## config.mk

```make
export PLATFORM = sky130hd
export DESIGN_NAME = ss_digit_scanner
export DESIGN_NICKNAME = d
export VERILOG_FILES = /design/src/rtl/ss_digit_scanner.sv
export SDC_FILE = /design/constraint.sdc
export NUM_CORES = 1
export LEC_CHECK = 0
export CORE_MARGIN = 4
export CORE_UTILIZATION = 53
export CTS_CLUSTER_SIZE = 25
export DETAILED_ROUTE_END_ITERATION = 16
export PLACE_DENSITY = 0.85
export SLEW_MARGIN = 0
export SYNTH_ARGS = -nofsm -noshare
export SYNTH_HDL_FRONTEND = slang
export SYNTH_SLANG_ARGS = --single-unit
```

## constraint.sdc

```tcl
create_clock -name clk -period 2 [get_ports clk]
set_clock_uncertainty 0.05 [all_clocks]
set_input_delay 0.4 -clock clk [delete_from_list [all_inputs] [get_ports clk]]
set_output_delay 0.4 -clock clk [all_outputs]
set_load 0.01 [all_outputs]
```

## src/rtl/ss_digit_scanner.sv

```systemverilog
// ss_digit_scanner: DIGITS-digit BCD counter with a time-multiplexed scan
// driver that feeds a 4-bit seven-segment decoder. The counter supports
// clear, load and increment. The scanner presents one digit at a time, with
// a one-hot common select and optional leading-zero blanking.
module ss_digit_scanner #(
    parameter int DIGITS   = 4,
    parameter int SCAN_DIV = 4,
    parameter int BLANK_LZ = 1
) (
    input  logic                  clk,
    input  logic                  rst_n,
    input  logic                  clr,
    input  logic                  load,
    input  logic [4*DIGITS-1:0]   load_bcd,
    input  logic                  inc,
    output logic [3:0]            digit,
    output logic [DIGITS-1:0]     digit_sel,
    output logic                  blank,
    output logic                  carry,
    output logic                  bcd_err
);

    localparam int IDX_W = (DIGITS   > 1) ? $clog2(DIGITS)   : 1;
    localparam int PRE_W = (SCAN_DIV > 1) ? $clog2(SCAN_DIV) : 1;

    logic [4*DIGITS-1:0] r_count;
    logic [IDX_W-1:0]    r_idx;
    logic [PRE_W-1:0]    r_pre;
    logic [3:0]          r_digit;
    logic [DIGITS-1:0]   r_digit_sel;
    logic                r_blank;
    logic                r_carry;
    logic                r_bcd_err;

    logic [4*DIGITS-1:0] w_load_val;
    logic                w_load_bad;
    logic [4*DIGITS-1:0] w_inc_val;
    logic                w_wrap;
    logic [3:0]          w_cur;
    logic [DIGITS-1:0]   w_onehot;
    logic                w_upper_nz;
    logic                w_blank;

    // Sanitise the load value: nibbles above 9 become 0 and are flagged.
    always_comb begin
        w_load_val = '0;
        w_load_bad = 1'b0;
        for (int k = 0; k < DIGITS; k++) begin
            if (load_bcd[k*4 +: 4] > 4'd9) begin
                w_load_bad = 1'b1;
            end else begin
                w_load_val[k*4 +: 4] = load_bcd[k*4 +: 4];
            end
        end
    end

    // Ripple BCD increment; a carry out of the top digit means all-9s wrapped.
    always_comb begin
        w_inc_val = r_count;
        w_wrap    = 1'b1;
        for (int k = 0; k < DIGITS; k++) begin
            if (w_wrap) begin
                if (r_count[k*4 +: 4] == 4'd9) begin
                    w_inc_val[k*4 +: 4] = 4'd0;
                end else begin
                    w_inc_val[k*4 +: 4] = r_count[k*4 +: 4] + 4'd1;
                    w_wrap              = 1'b0;
                end
            end
        end
    end

    // Select the scanned digit and decide whether it is a leading zero.
    always_comb begin
        w_cur      = 4'd0;
        w_onehot   = '0;
        w_upper_nz = 1'b0;
        for (int k = 0; k < DIGITS; k++) begin
            if (k == int'(r_idx)) begin
                w_cur       = r_count[k*4 +: 4];
                w_onehot[k] = 1'b1;
            end
            if ((k >= int'(r_idx)) && (r_count[k*4 +: 4] != 4'd0)) begin
                w_upper_nz = 1'b1;
            end
        end
        w_blank = (BLANK_LZ != 0) && (r_idx != '0) && !w_upper_nz;
    end

    // Count register with clr > load > inc > hold priority, carry and error flag.
    always_ff @(posedge clk or negedge rst_n) begin
        if (!rst_n) begin
            r_count   <= '0;
            r_carry   <= 1'b0;
            r_bcd_err <= 1'b0;
        end else begin
            r_carry <= 1'b0;
            if (clr) begin
                r_count   <= '0;
                r_bcd_err <= 1'b0;
            end else if (load) begin
                r_count <= w_load_val;
                if (w_load_bad) begin
                    r_bcd_err <= 1'b1;
                end
            end else if (inc) begin
                r_count <= w_inc_val;
                r_carry <= w_wrap;
            end
        end
    end

    // Scan prescaler and digit index; independent of the count controls.
    always_ff @(posedge clk or negedge rst_n) begin
        if (!rst_n) begin
            r_pre <= '0;
            r_idx <= '0;
        end else if (r_pre == PRE_W'(SCAN_DIV - 1)) begin
            r_pre <= '0;
            if (r_idx == IDX_W'(DIGITS - 1)) begin
                r_idx <= '0;
            end else begin
                r_idx <= r_idx + 1'b1;
            end
        end else begin
            r_pre <= r_pre + 1'b1;
        end
    end

    // Registered display outputs; a blanked digit drives no select and code 0.
    always_ff @(posedge clk or negedge rst_n) begin
        if (!rst_n) begin
            r_digit     <= 4'd0;
            r_digit_sel <= '0;
            r_blank     <= 1'b1;
        end else begin
            r_blank     <= w_blank;
            r_digit     <= w_blank ? 4'd0 : w_cur;
            r_digit_sel <= w_blank ? '0   : w_onehot;
        end
    end

    assign digit     = r_digit;
    assign digit_sel = r_digit_sel;
    assign blank     = r_blank;
    assign carry     = r_carry;
    assign bcd_err   = r_bcd_err;

endmodule

```

Yosys cells after proc, flatten, opt, wreduce, memory -nomap -nowiden
Index checks and enable logic that the tools add are counted.
{"block": "classes", "n_addsub": 6, "order_cmp": 7, "eq_ne": 9, "muxes": 47, "reduce_logical": 21}
{"operator": "4-bit two-way mux", "n": 17}
{"operator": "16-bit two-way mux", "n": 3}
{"operator": "1-bit two-way mux", "n": 25}
{"operator": "4-bit by 1-bit adder with 4-bit output (second input constant)", "n": 4}
{"operator": "4-bit equality test (second input constant)", "n": 4}
{"operator": "4-bit greater-than comparator (second input constant)", "n": 4}
{"operator": "4-bit nonzero test", "n": 4}
{"operator": "3-bit nonzero test", "n": 4}
{"operator": "2-bit AND reduction", "n": 4}
{"operator": "2-bit nonzero test", "n": 3}
{"operator": "2-bit by 1-bit adder with 2-bit output (second input constant)", "n": 2}
{"operator": "2-bit equality test (first input constant)", "n": 2}
{"operator": "2-bit equality test (second input constant)", "n": 2}
{"operator": "1-bit by 2-bit greater-or-equal comparator with 1-bit output (first input constant)", "n": 2}
{"operator": "1-bit logical AND", "n": 4}
{"operator": "2-bit two-way mux", "n": 2}
{"operator": "1-bit by 2-bit equality test with 1-bit output (first input constant)", "n": 1}
{"operator": "2-bit greater-or-equal comparator (first input constant)", "n": 1}
{"operator": "2-bit zero test", "n": 1}
{"operator": "1-bit zero test", "n": 1}
{"block": "totals", "ff_bits": 31, "inputBits": 21, "output_inout_bits": 11, "word_cells": 101}

Longest topological paths before layout
{"block": "depth", "word_depth": 9, "ltp_mapped": 7, "mapped_depth_nobuf": 6}

Worst setup path after synthesis
OpenSTA, ideal clock, no wires.
{"block": "synth_timing", "kind": "register to register", "from": "register r_idx[0]", "to": "register r_digit[0], in the netlist digit[0]", "setup_time_ns": 0.130, "arrival_time_ns": 1.553, "required_ns": 1.820, "slack_ns": 0.267, "path_stages_with_launch": 6, "path_buffers": 0, "period_less_slack_ns": 1.733, "path_cell_list": "dfrtp_1 inv_1 ha_1 or4b_4 nor3_4 nor2_1"}
{"block": "synth_between", "elab_chain_len": 9, "elab_cells_between_ends": 22, "cone_classes": "3 x order compare; 3 x eq/ne; 9 x mux; 7 x reduce/logical"}
{"item": "start: declaration", "line": "27", "text": "logic [IDX_W-1:0] r_idx;"}
{"item": "start signal: assignment", "line": "123", "text": "r_idx <= r_idx + 1'b1;"}
{"item": "1-bit by 2-bit greater-or-equal comparator with 1-bit output", "line": "83", "text": "if ((k >= int'(r_idx)) && (r_count[k*4 +: 4] != 4'd0)) begin"}
{"item": "1-bit logical AND", "line": "83"}
{"item": "1-bit two-way mux (4 in series)", "line": "83"}
{"item": "1-bit zero test", "line": "87", "text": "w_blank = (BLANK_LZ != 0) && (r_idx != '0) && !w_upper_nz;"}
{"item": "1-bit logical AND (*)", "line": "87"}
{"item": "net w_blank", "line": "42", "text": "logic w_blank;"}
{"item": "4-bit two-way mux (*)", "line": "138", "text": "r_digit <= w_blank ? 4'd0 : w_cur;"}
{"item": "end signal: assignment", "line": "138"}
{"item": "end: declaration", "line": "29", "text": "logic [3:0] r_digit;"}
Mark *: on every way through the listed nets, which the timed path passes. The rest lies on a longest branch.
A chain may end at the register's enable or synchronous reset.

Final worst setup path
{"block": "layout_timing", "from": "register r_idx[0]", "to": "register r_digit[1], in the netlist digit[1]"}
Same word-level chain as after synthesis.

==> flow_summary.ini <==
[die]
row_count = 21
start_util_pct = 57.1
pin_count = 32
dieArea_um2 = 4780
die_w_um = 69.1
die-height_um = 69.1
coreArea_um2 = 3470

[cts]
cts_resized = 0
insertion_delay_ps = 290
h-tree-depth = 2
cts_buffers = 5
cts-root-buf = clkbuf_8
cts_setup_buffers = 0
cts.clk_slew.worst_paths_ps = 60
clkSinkCount = 31
cts_hold_buf = 0
cts_tree = yes
clock_path_buffers = 2

[global_route]
grt_use_total_pct = 19.3
overflow = 0
grt_pass1_vias = 1588
grt_max_degree = 32
grt_pass1_wl_um = 7460
antenna_found_initial = 0

[layout]
area_growth_pct = 24.4
finalNonFillerCells = 303
nFillCells = 283
drive_gt1_share_pct = 8.56
nets = 295
antennaDiodeCount = 0

[setup_path]
critPathMaxFanout = 8
crit_end = digit[1]
rr_startpoint = r_idx[0]
reg2reg_slack_ps = 130
startpoint = r_idx[0]
reg2regPathDepth = 5
r2r_end = digit[1]
start_kind = register
worst-setup-path-type = register to register
required_ps = 2110
arrival_ps = 1970
endpoint_kind = register

[detailed_routing]
post_drt_via_cell_ratio = 5.69
ant_nets = 0
wl_per_cell_um = 14.4
drt_first_pass_iters = 4
drt-total-wl_um = 4370
num_vias = 1723
drc = 0
drt-initial-drc-count = 135

[synthesis]
syn-cell-area_um2 = 1980
syn_nets = 258
yosys.cell_types.count = 47
synth_top_area_share_pct = 37.9
synth_commonest_cells = dfrtp_1 (30), a21oi_1 (19), ha_1 (18)
synth-async-reset-ratio_pct = 100
synth_warnings = 0
seq_area_frac_synth_pct = 39.2
yosysMostFrequentCell = dfrtp_1
synth.area.top_cells = dfrtp_1 (38%), ha_1 (11%), a21oi_1 (4.8%)
syn_area_per_cell_um2 = 9.04
syn_inst = 219
synth_edf_count = 0
yosys.area.top_type = dfrtp_1
synth_seq_cells = 31
synth-main-ff-cell = dfrtp_1

[timing]
rsz0062_at_grt = no
finalHoldViolations = 0
tns_ps = 0
setup_violations = 0
worst_pin_slew_ps = 384
max_freq_mhz = 536
slew_headroom_pct = 74.1
fin_crit_ps = 1870
final_max_slew_viol_count = 0
finalCritPeriodShare_pct = 93.3

[power_and_ir_drop]
finalPower_uw = 1400
p_per_area_nw_per_um2 = 570
ir_worst_vdd_mv = 0.335
p_leak_uw = 0.00107

[hold_path]
hold_class = register to register

[place]
dp_hpwl_um = 3280
dp_cells = 295
io_buffers = 31
gp_congestion = 0.848

[job]
cap_viol_max_count = 0

[outcome]
status = finished clean
## report_power, final
group	switching [uW]	internal, uW
sequential	31.3	655
combinational	125	122
clock	225	247
## metrics by stage
| stage | setup WS [ps] | hold WS, ps | util (%) | instance area [um^2] |
|---|---|---|---|---|
| after floorplan | 267 | 54.4 | - | 1980 |
| after global placement | 56.2 | 365 | 68.8 | 2380 |
| after detailed placement | 35.0 | 374 | 68.8 | 2380 |
| after CTS | 117 | 382 | 71.1 | 2460 |
| after global routing | 2.68 | 388 | 71.1 | 2460 |
| final | 134 | 375 | 71.1 | 2460 |
## metal layers
metal  GRT usage (%)  part of all wire [%]  up-vias
met4            7.38                   1.2        0
met3            4.51                   6.1        5
li1                -                     -      866
met5               0                     0        -
met2            28.8                    45       52
met1            27.0                    48      800
## cell usage in the layout, fill, tap and decap left out, types with 2 or more instances in the layout
master / Yosys / routed
a21o_1: 3 / 3
a211oi_1: 3 / 3
a21oi_1: 19 / 19
nor3_1: 3 / 3
o31ai_1: 2 / 2
a311oi_1: 2 / 2
a221oi_1: 5 / 5
and2_1: 2 / 2
nand4_1: 2 / 2
nor3b_1: 2 / 2
nor2_1: 14 / 14
a32oi_1: 2 / 2
nor2b_1: 5 / 5
nand3b_1: 4 / 4
clkbuf_1: 8 / 3
nand2_1: 14 / 14
inv_1: 13 / 13
o21ai_0: 11 / 11
a2bb2oi_1: 2 / 2
nand2b_1: 5 / 5
clkbuf_8: 0 / 5
ha_1: 18 / 18
and3_1: 3 / 3
a22oi_1: 4 / 4
clkdlybuf4s50_1: 0 / 31
o21ai_1: 7 / 7
and3b_1: 2 / 2
a31oi_1: 3 / 3
buf_4: 0 / 12
nand3_1: 9 / 9
dfrtp_1: 30 / 30
## sequential cells by signal, indices dropped and copies added (netlist names)
| name | count |
|---|---|
| blank | 1 |
| digit | 4 |
| bcd_err | 1 |
| r_pre | 2 |
| carry | 1 |
| digit_sel | 4 |
| r_idx | 2 |
| r_count | 16 |
## layout make-up
| type | count | area (um^2) | area share, % |
|---|---|---|---|
| multi-input combinational | 162 | 1100 | 44.7 |
| timing repair buffer | 43 | 400 | 16.2 |
| sequential | 31 | 777 | 31.5 |
| clock buffer | 8 | 80.1 | 3.25 |
| tap | 46 | 57.6 | 2.34 |
| inverter | 13 | 48.8 | 1.98 |
## worst max-delay path, stage by stage, from the launching register on
cell	delay [ps]
dfrtp_1	430
inv_1	100
ha_1	240
or4b_4	510
nor3_4	300
nor2_1	100
## how the worst min path moves through the flow
stage                    end      from  slack, ps  cells after the start
floorplan            bcd_err     rst_n         50                      0
global placement    r_pre[0]  r_pre[0]        360                      1
detailed placement  r_pre[0]  r_pre[0]        370                      1
CTS                 r_pre[0]  r_pre[0]        380                      1
global route        r_pre[0]  r_pre[0]        390                      1
finish              r_pre[0]  r_pre[0]        380                      1
## kinds of logic after synthesis
group | Yosys count | share of synthesized area (%)
adders and majority gates | 18 | 11.4
AOI/OAI and AO/OA | 71 | 23.1
muxes | 1 | 0.758
DFF | 31 | 39.2
and+or+nand+nor | 72 | 20.4
buffers and inverters | 26 | 5.18
Note: power is estimated with default switching activity, not from simulation.
